`src/rtl/kb_scan_pkg.sv`:
```
// Shared types and constants for the 4x4 keypad scanner: FSM states, key code type,
// idle row pattern, default timing, and row-pattern decode helpers.
package kb_scan_pkg;

  typedef enum logic [1:0] {
    SCAN    = 2'd0,
    CONFIRM = 2'd1,
    HELD    = 2'd2,
    RELEASE = 2'd3
  } kb_state_t;

  typedef logic [3:0] key_code_t;

  localparam logic [3:0] ROWS_IDLE        = 4'hF;
  localparam int         SETTLE_CYC_DEF   = 4;
  localparam int         DEBOUNCE_CYC_DEF = 16;

  // True when exactly one row line is pulled low.
  function automatic logic single_low(input logic [3:0] r);
    logic [2:0] zeros;
    zeros = 3'd0;
    for (int i = 0; i < 4; i++) begin
      zeros = zeros + {2'b00, ~r[i]};
    end
    return (zeros == 3'd1);
  endfunction

  function automatic logic [1:0] low_index(input logic [3:0] r);
    logic [1:0] idx;
    idx = 2'd0;
    for (int i = 0; i < 4; i++) begin
      if (!r[i]) idx = 2'(i);
    end
    return idx;
  endfunction

endpackage

```
`src/rtl/kb_row_sync.sv`:
```
// Two-flop synchronizer for the asynchronous active-low keypad rows; resets to the
// idle (all-high) pattern so no phantom press is seen out of reset.
module kb_row_sync
  import kb_scan_pkg::*;
(
  input  logic       clk,
  input  logic       rst_n,
  input  logic [3:0] row,
  output logic [3:0] rs
);

  logic [3:0] meta_reg;
  logic [3:0] sync_reg;

  always_ff @(posedge clk or negedge rst_n) begin
    if (!rst_n) begin
      meta_reg <= ROWS_IDLE;
      sync_reg <= ROWS_IDLE;
    end else begin
      meta_reg <= row;
      sync_reg <= meta_reg;
    end
  end

  assign rs = sync_reg;

endmodule

```
`src/rtl/kb_4x4_scanner.sv`:
```
// 4x4 matrix keypad scanner: column drive, debounced press/release detection and a
// valid/ready key output. Define KB_SCAN_VALUE_EN to enable the nibble-shifted key history on value.
module kb_4x4_scanner
  import kb_scan_pkg::*;
#(
  parameter int SETTLE_CYC   = SETTLE_CYC_DEF,
  parameter int DEBOUNCE_CYC = DEBOUNCE_CYC_DEF
) (
  input  logic        clk,
  input  logic        rst_n,
  output logic [3:0]  clm,
  input  logic [3:0]  row,
  output logic [3:0]  key_code,
  output logic        key_vld,
  input  logic        key_rdy,
  output logic        key_ovf,
  output logic [31:0] value
);

  localparam int SW = $clog2(SETTLE_CYC);
  localparam int DW = $clog2(DEBOUNCE_CYC);
  localparam logic [SW-1:0] SETTLE_LAST = SW'(SETTLE_CYC - 1);
  localparam logic [DW-1:0] DEB_LAST    = DW'(DEBOUNCE_CYC - 1);

  logic [3:0] rs;

  kb_row_sync u_row_sync (
    .clk   (clk),
    .rst_n (rst_n),
    .row   (row),
    .rs    (rs)
  );

  kb_state_t     state_reg,   state_next;
  logic [1:0]    col_reg,     col_next;
  logic [SW-1:0] settle_reg,  settle_next;
  logic [DW-1:0] cnt_reg,     cnt_next;
  logic [3:0]    pattern_reg, pattern_next;
  logic [1:0]    row_idx_reg, row_idx_next;
  logic          confirm;

  always_ff @(posedge clk or negedge rst_n) begin
    if (!rst_n) begin
      state_reg   <= SCAN;
      col_reg     <= 2'd0;
      settle_reg  <= '0;
      cnt_reg     <= '0;
      pattern_reg <= ROWS_IDLE;
      row_idx_reg <= 2'd0;
    end else begin
      state_reg   <= state_next;
      col_reg     <= col_next;
      settle_reg  <= settle_next;
      cnt_reg     <= cnt_next;
      pattern_reg <= pattern_next;
      row_idx_reg <= row_idx_next;
    end
  end

  always_comb begin
    state_next   = state_reg;
    col_next     = col_reg;
    settle_next  = settle_reg;
    cnt_next     = cnt_reg;
    pattern_next = pattern_reg;
    row_idx_next = row_idx_reg;
    confirm      = 1'b0;
    case (state_reg)
      SCAN: begin
        if (settle_reg == SETTLE_LAST) begin
          settle_next = '0;
          if (rs != ROWS_IDLE && single_low(rs)) begin
            pattern_next = rs;
            row_idx_next = low_index(rs);
            cnt_next     = '0;
            state_next   = CONFIRM;
          end else begin
            // Idle rows or a multi-key ghost pattern both just move on.
            col_next = col_reg + 2'd1;
          end
        end else begin
          settle_next = settle_reg + 1'b1;
        end
      end
      CONFIRM: begin
        if (rs == pattern_reg) begin
          if (cnt_reg == DEB_LAST) begin
            confirm    = 1'b1;
            state_next = HELD;
          end else begin
            cnt_next = cnt_reg + 1'b1;
          end
        end else begin
          state_next  = SCAN;
          settle_next = '0;
        end
      end
      HELD: begin
        if (rs == ROWS_IDLE) begin
          state_next = RELEASE;
          cnt_next   = '0;
        end
      end
      RELEASE: begin
        if (rs == ROWS_IDLE) begin
          if (cnt_reg == DEB_LAST) begin
            state_next  = SCAN;
            col_next    = col_reg + 2'd1;
            settle_next = '0;
          end else begin
            cnt_next = cnt_reg + 1'b1;
          end
        end else begin
          state_next = HELD;
        end
      end
      default: state_next = SCAN;
    endcase
  end

  assign clm = ~(4'b0001 << col_reg);

  key_code_t key_code_reg;
  logic      key_vld_reg;
  logic      key_ovf_reg;
  logic      load;

  // A confirmed key may load in the same cycle the consumer drains the previous one.
  assign load = confirm && (!key_vld_reg || key_rdy);

  always_ff @(posedge clk or negedge rst_n) begin
    if (!rst_n) begin
      key_code_reg <= '0;
      key_vld_reg  <= 1'b0;
      key_ovf_reg  <= 1'b0;
    end else begin
      key_ovf_reg <= confirm && !load;
      if (load) begin
        key_code_reg <= {col_reg, row_idx_reg};
        key_vld_reg  <= 1'b1;
      end else if (key_vld_reg && key_rdy) begin
        key_vld_reg <= 1'b0;
      end
    end
  end

  assign key_code = key_code_reg;
  assign key_vld  = key_vld_reg;
  assign key_ovf  = key_ovf_reg;

`ifdef KB_SCAN_VALUE_EN
  logic [31:0] value_reg;

  always_ff @(posedge clk or negedge rst_n) begin
    if (!rst_n) begin
      value_reg <= '0;
    end else if (load) begin
      value_reg <= {value_reg[27:0], col_reg, row_idx_reg};
    end
  end

  assign value = value_reg;
`else
  assign value = 32'h0;
`endif

endmodule

```
`config.mk`:
```
export PLATFORM = sky130hd
export DESIGN_NAME = kb_4x4_scanner
export DESIGN_NICKNAME = d
export VERILOG_FILES = /design/src/rtl/kb_scan_pkg.sv /design/src/rtl/kb_row_sync.sv /design/src/rtl/kb_4x4_scanner.sv
export SDC_FILE = /design/constraint.sdc
export NUM_CORES = 1
export LEC_CHECK = 0
export BUFFER_PORTS_ARGS = -buffer_cell sky130_fd_sc_hd__buf_4
export CORE_ASPECT_RATIO = 2
export CORE_MARGIN = 2
export CORE_UTILIZATION = 35
export CTS_CLUSTER_DIAMETER = 60
export DETAILED_ROUTE_END_ITERATION = 12
export GPL_TIMING_DRIVEN = 0
export HOLD_SLACK_MARGIN = 0.03
export PLACE_DENSITY = 0.58
export SKIP_CTS_REPAIR_TIMING = 1
export SYNTH_ARGS = -nofsm -noshare
export SYNTH_HDL_FRONTEND = slang
export SYNTH_SLANG_ARGS = --single-unit
```
`constraint.sdc`:
```
create_clock -name clk -period 2.43 [get_ports clk]
set_input_delay 0.1215 -clock clk [delete_from_list [all_inputs] [get_ports clk]]
set_output_delay 0.1215 -clock clk [all_outputs]
set_load 0.05 [all_outputs]
```
==> metrics.md, run 1 <==
| Metric | Value |
|---|---|
| Layout filler cell count | between 400 and 500 |
| First DRT Iteration DRCs | 17 |
| Synthesis-stage register bit count | 30 |
| Clock power share | about a quarter |
| Core area | roughly 0.0046 sq mm |
| Pin count of the biggest net entering global routing | 31 |
| Int Power | 1.22 mW |
| Post-synthesis simple-gate area fraction | 11.7% |
| Post-synth cell types | 40 |
| Clock skew | approximately 0.0042 ns |
| Yosys top cell area share | roughly a quarter |
| Sequential share of the synthesized area | approximately 45% |
| P_sw | approximately 0.73 mW |
| # setup viols final | 5 |
| RSZ-0062 raised after global routing | yes |
| Area grow syn2layout | 30.0% |
| Post-layout net count | around 230 |
| DRC | 0 |
| Total Die Area | between 0.005 and 0.006 sq mm |
| Number of buffers created by CTS | 5 |
| Final count of hold timing violations | 0 |
| Vias in the first global route | around 1,100 |
| Clk slew on worst S/H paths | ~0.060 ns |
| Share of cells above drive strength 1 | roughly two fifths |
| Gp weighted congestion | 0.740 |
| Reg area | between 700 and 800 sq um |
| Status | complete, but fails checks |
| Synth Area in XOR/XNOR | under 10% |
| Element type at the critical path end | register |
| Comb pwr share | a little under 40% |
| CTS tree | done |
| Worst-skew pair later-pin latency | ~0.28 ns |
| Die H | about 100 um |
| Total Routing Usage GR | between 10% and 20% |
| Post-synth EDFFs | 0 |
| Setup CP Type | register to register |
| CP max FO | 5 |
| Main flop type after synthesis | dfrtp_1 |
| CP Data Required Time | approximately 2.6 ns |
| Most frequent cells after synthesis | buf_4 (32), dfrtp_1 (18), dfstp_2 (12), inv_1 (11), nand2_1 (10) |
| Pre-CTS WS | -0.232 ns |
| Worst min path class | input port to register |
| Vias per cell | ~4.1 |
| Syn_area_per_cell | roughly 11 sq um |
| Top-level port count | 49 |
| Ant. Diodes | 0 |
| Main combinational cell family by area after synthesis | buffers and inverters |
| Port bufs | 16 |
| Seq pwr share | between 30 and 40% |
| Area of the multi-input gates | ~770 sq um |
| Crit path DAT | ~2.7 ns |
| DP Area | 0.00200 sq mm |
| Startpoint type of the worst setup path | register |
| Row count | 35 |
| Final Critical Period | 2.53 ns |
| Tcrit/Tclk final | 104% |
| Per-cell routed wire length | between 9 and 10 um |
| Violated checks | setup timing |
| Syn. warnings | 0 |
| Area contributors post-synth | dfrtp_1 (27%), dfstp_2 (19%), buf_4 (14%), mux2_2 (6.0%), ha_1 (5.9%) |
| Power Density | ~890 mW/mm^2 |
| VDD IR max | 0.664 mV |
| Mapped Cells | ~160 |
| Clock tree root driver cell | clkbuf_8 |
| Synth Area in Compound Gates | under 10% |
| Max Cap Viol | 0 |
| TritonRoute pass-1 iters | 2 |
| Fmax | about 400 MHz |
| Initial Util | between 30% and 40% |
| Fin area | roughly 0.0022 sq mm |
| H-tree Lvls | 2 |
| Reg2reg setup slack | -0.1 ns |
| Die Wd | between 50 and 60 um |
| GRT overflow | 0 |
| Slew Limit Fails | 0 |
| Vias | ~1,100 |
| Post-Synth Adder-Cell Area | around 7.1% |
| Sw Share | 37.3% |
| FFs w/ async S/R, synth | 100% |
| Mux share of post-synthesis cell area | between 6 and 7% |
| Initial antenna violation count | 0 |
| End-of-flow core utilization | 47.4% |
| DP HPWL | roughly 2000 um |
| Routed Antenna Nets | 0 |
| Sink Count | 30 |
| Total wire length | 2720 um |
| Post-synth top area cell | dfrtp_1 |
| Final worst setup slack | -0.0985 ns |
| Syn Std Cell Area | ~0.0017 sq mm |
| Clock Tree Buf Depth | 2 |
| Pwr Total | 1.95 mW |
| Leak | approximately 1.1 nW |
| Most common cell in the netlist | buf_4 |
| Global-route wire length before repair | ~4500 um |
## through the flow
stage               setup TNS [ns]  std cells  hold WS, ns
floorplan                   -0.117        187       -0.174
finish                      -0.297        273        0.137
global route                -0.942        273        0.176
detailed placement           -1.05        258       0.0753
global placement            -0.890        258       0.0727
CTS                          -1.24        266       -0.229
## worst paths after layout
| kind | startpoint | to | cells after the start |
|---|---|---|---|
| worst min register to register | u_row_sync.meta_reg[3] | u_row_sync.rs[3] | 0 |
| min in group asynchronous | rst_n | key_code[0] | 2 |
| worst min-delay path | key_rdy | key_vld | 3 |
| worst max register to register | u_row_sync.rs[2] | cnt_reg[3] | 9 |
| max in group asynchronous | rst_n | pattern_reg[1] | 2 |
| worst max-delay path | u_row_sync.rs[2] | cnt_reg[3] | 9 |
## cell type report
class                      count  share of cell area, %
timing repair buffer          24                   8.75
multi-input combinational    110                   34.9
tap                           55                   3.13
clock buffer                   8                   5.06
buffer                        34                   11.3
sequential                    30                   34.8
inverter                      12                   2.05
## worst max-delay path, stage by stage (launching register included)
cell and delay [ns]:
dfstp_2 0.58, fa_1 0.42, inv_1 0.07, ha_2 0.18, ha_4 0.20, nor2_4 0.10, and4b_1 0.24, o311ai_4 0.12
or2_4 0.31, a32o_1 0.21
## cells in the final DEF (no fill, tap or decap), types with 2 or more instances in the layout
cell type       n
buf_4          51
conb_1         32
dfrtp_1        18
dfstp_2        12
inv_1          11
nand2_1        10
mux2_2          9
ha_1            6
clkbuf_8        6
o21ai_0         5
dlygate4sd3_1   5
nor2_1          4
xor2_1          3
xnor2_1         3
nand3_1         3
o211ai_1        3
nand3b_1        3
and3_1          2
nor2b_1         2
clkbuf_1        2
o21ai_1         2
a32o_1          2
## power groups by stage
stage,Clock (mW),Combinational [mW],Sequential [mW]
after floorplan,0,0.620,0.695
after global placement,0,0.747,0.710
after detailed placement,0,0.755,0.715
after CTS,0.489,0.757,0.706
after global routing,0.511,0.864,0.723
final,0.471,0.779,0.705
## layer usage
layer  global-route usage [%]  vias up  wire, um
li1                         -      576         -
met1                     10.2      507       948
met2                     22.0       42      1500
met3                     2.63        6       193
met4                     8.09        0        84
met5                        0        -         0
## cell families after synthesis
logic type,count (synthesis)
xor+xnor,6
flops,30
other cells,1
buf+inv,47
mux,10
fa+ha+maj,9
simple gates,35
compound gates,18
No activity file was read; power rests on OpenSTA's default activity.
==> run 2, diff against run 1 <==
--- a/config.mk
+++ b/config.mk
@@ -14,6 +14,7 @@
 export GPL_TIMING_DRIVEN = 0
 export HOLD_SLACK_MARGIN = 0.03
 export PLACE_DENSITY = 0.58
+export SETUP_SLACK_MARGIN = 0.2
 export SKIP_CTS_REPAIR_TIMING = 1
 export SYNTH_ARGS = -nofsm -noshare
 export SYNTH_HDL_FRONTEND = slang
==> metrics.md, run 2 (synthesis results as in run 1) <==
| Metric | Value |
|---|---|
| Per-cell routed wire length | 10.4 um (was 9.97 um) |
| DP Area | 0.00200 sq mm (about the same) |
| Reg area | 766 sq um (unchanged) |
| Max Used Layer | met4 (unchanged) |
| Seq pwr share | 35.9% (was 36.1%) |
| Status | complete, but fails checks (unchanged) |
| Gp weighted congestion | 0.705 (was 0.740) |
| Crit path DAT | 2.74 ns (was 2.70 ns) |
| Sink Count | 30 (unchanged) |
| Sw Share | 38.9% (was 37.3%) |
| Top-level port count | 49 (unchanged) |
| GRT overflow | 0 (unchanged) |
| Die Wd | 53.2 um (unchanged) |
| Global-route wire length before repair | 4400 um (was 4530 um) |
| Fin area | 0.00228 sq mm (was 0.00220 sq mm) |
| Core area | 0.00464 sq mm (unchanged) |
| VDD IR max | 0.509 mV (was 0.664 mV) |
| Post-layout net count | 239 (was 233) |
| Int Power | 1.20 mW (was 1.22 mW) |
| Final worst setup slack | -0.149 ns (was -0.0985 ns) |
| Ant. Diodes | 0 (unchanged) |
| CP max FO | 5 (unchanged) |
| Met1 WL | 1050 um (was 948 um) |
| Pin count of the biggest net entering global routing | 31 (unchanged) |
| Total wire length | 2910 um (was 2720 um) |
| Power Density | 861 mW/mm^2 (was 887 mW/mm^2) |
| Initial Util | 36.5% (unchanged) |
| Pre-CTS WS | -0.243 ns (was -0.232 ns) |
| Clock tree root driver cell | clkbuf_8 (unchanged) |
| Clock skew | 0.00392 ns (was 0.00423 ns) |
| Slew Limit Fails | 0 (unchanged) |
| Final count of hold timing violations | 0 (unchanged) |
| Leak | 1.17 nW (was 1.13 nW) |
| Clock power share | 20.8% (was 24.1%) |
| DRC | 0 (unchanged) |
| Port bufs | 16 (unchanged) |
| Vias in the first global route | 1,024 (was 1,050) |
| Element type at the critical path end | register (unchanged) |
| Share of cells above drive strength 1 | 44.6% (was 41.3%) |
| Row count | 35 (unchanged) |
| Clock Tree Buf Depth | 2 (unchanged) |
| Setup CP Type | register to register (unchanged) |
| Met2 wire len | 1610 um (was 1500 um) |
| Routed Antenna Nets | 0 (unchanged) |
| Area of the multi-input gates | 827 sq um (was 769 sq um) |
| # setup viols final | 5 (unchanged) |
| Most frequent cells in the layout | buf_4 (55), conb_1 (32), dfrtp_1 (18) (was buf_4 (51), conb_1 (32), dfrtp_1 (18)) |
| Area grow syn2layout | 34.9% (was 30.0%) |
| Total Die Area | 0.00545 sq mm (unchanged) |
| Comb pwr share | 43.3% (was 39.8%) |
| P_sw | 0.765 mW (was 0.729 mW) |
| Total Routing Usage GR | 11.4% (was 11.7%) |
| H-tree Lvls | 2 (unchanged) |
| Clk slew on worst S/H paths | 0.06 ns (about the same) |
| Initial antenna violation count | 0 (unchanged) |
| Final Critical Period | 2.58 ns (was 2.53 ns) |
| Leading cell type in the layout, fill and taps excluded | buf_4 (unchanged) |
| RSZ-0062 raised after global routing | yes (unchanged) |
| Number of buffers created by CTS | 5 (unchanged) |
| Vias | 1,189 (was 1,131) |
| Wire length on met3 | 183 um (was 193 um) |
| Die H | 102 um (unchanged) |
| CP Data Required Time | 2.60 ns (about the same) |
| DP HPWL | 2070 um (was 2040 um) |
| TritonRoute pass-1 iters | 4 (was 2) |
| Vias per cell | 4.26 (was 4.14) |
| Violated checks | setup timing (unchanged) |
| First DRT Iteration DRCs | 8 (was 17) |
| Worst-skew pair later-pin latency | 0.28 ns (about the same) |
| Max Cap Viol | 0 (unchanged) |
| Hold_ws | 0.127 ns (was 0.137 ns) |
| End-of-flow core utilization | 49.2% (was 47.4%) |
| Layout filler cell count | 454 (was 456) |
| Fmax | 388 MHz (was 395 MHz) |
| Worst min path class | input port to register (unchanged) |
| Startpoint type of the worst setup path | register (unchanged) |
| Tcrit/Tclk final | 106% (was 104%) |
| CTS tree | done (unchanged) |
-- run 2: cell types whose count changed in the layout (fill, tap and decap cells not counted), sizes merged --
cell	previous run	this run
buf	52	57
clkbuf	9	7
clkinv	0	1
clkinvlp	0	1
nand3	4	5
-- run 2: layout make-up --
type,instances,share of cell area [%]
plain buffers,35,11.4
flip-flops and latches,30,33.5
well taps,55,3.01
clock buffers,6,3.61
clock inverters,2,0.548
inverters,12,1.97
repair buffers,28,9.75
multi-input cells,111,36.2
-- run 2: layer usage --
layer | up-vias | GRT usage, %
met5 | - | 0
met4 | 0 | 8.09
met3 | 5 | 3.65
met2 | 43 | 21.3
met1 | 551 | 9.33
li1 | 590 | -
-- run 2: path summary, 6_finish.rpt --
kind | startpoint | to | cells past startpoint | slack [ns]
min in group asynchronous | rst_n | row_idx_reg[0] | 2 | 0.32
max | u_row_sync.rs[2] | cnt_reg[2] | 10 | -0.15
max reg2reg | u_row_sync.rs[2] | cnt_reg[2] | 10 | -0.15
max in group asynchronous | rst_n | pattern_reg[1] | 2 | 1.81
min | key_rdy | key_ovf | 3 | 0.13
min reg2reg | u_row_sync.meta_reg[1] | u_row_sync.rs[1] | 0 | 0.36
-- run 2: metrics by stage --
step | setup TNS (ns) | instances | power [mW]
after global routing | -0.947 | 279 | 2.11
after floorplan | -0.117 | 187 | 1.32
after global placement | -0.793 | 258 | 1.46
after CTS | -1.10 | 266 | 1.90
after detailed placement | -1.01 | 258 | 1.48
final | -0.546 | 279 | 1.97
-- run 2: worst max-delay path: stages (launching register included) --
cell and delay (ns):
dfstp_2 0.57, fa_1 0.43, inv_2 0.08, ha_4 0.13, ha_4 0.20, nor2_4 0.10
and4b_1 0.25, o311ai_4 0.12, or2_1 0.26, buf_6 0.13, a32o_1 0.20
-- run 2: power by group through the flow --
stage	clock (mW)	combinational (mW)	sequential, mW
2_1_floorplan	0	0.624	0.694
3_3_place_gp	0	0.748	0.713
3_5_place_dp	0	0.760	0.717
4_1_cts	0.433	0.761	0.708
5_1_grt	0.456	0.930	0.723
6_report	0.409	0.851	0.707
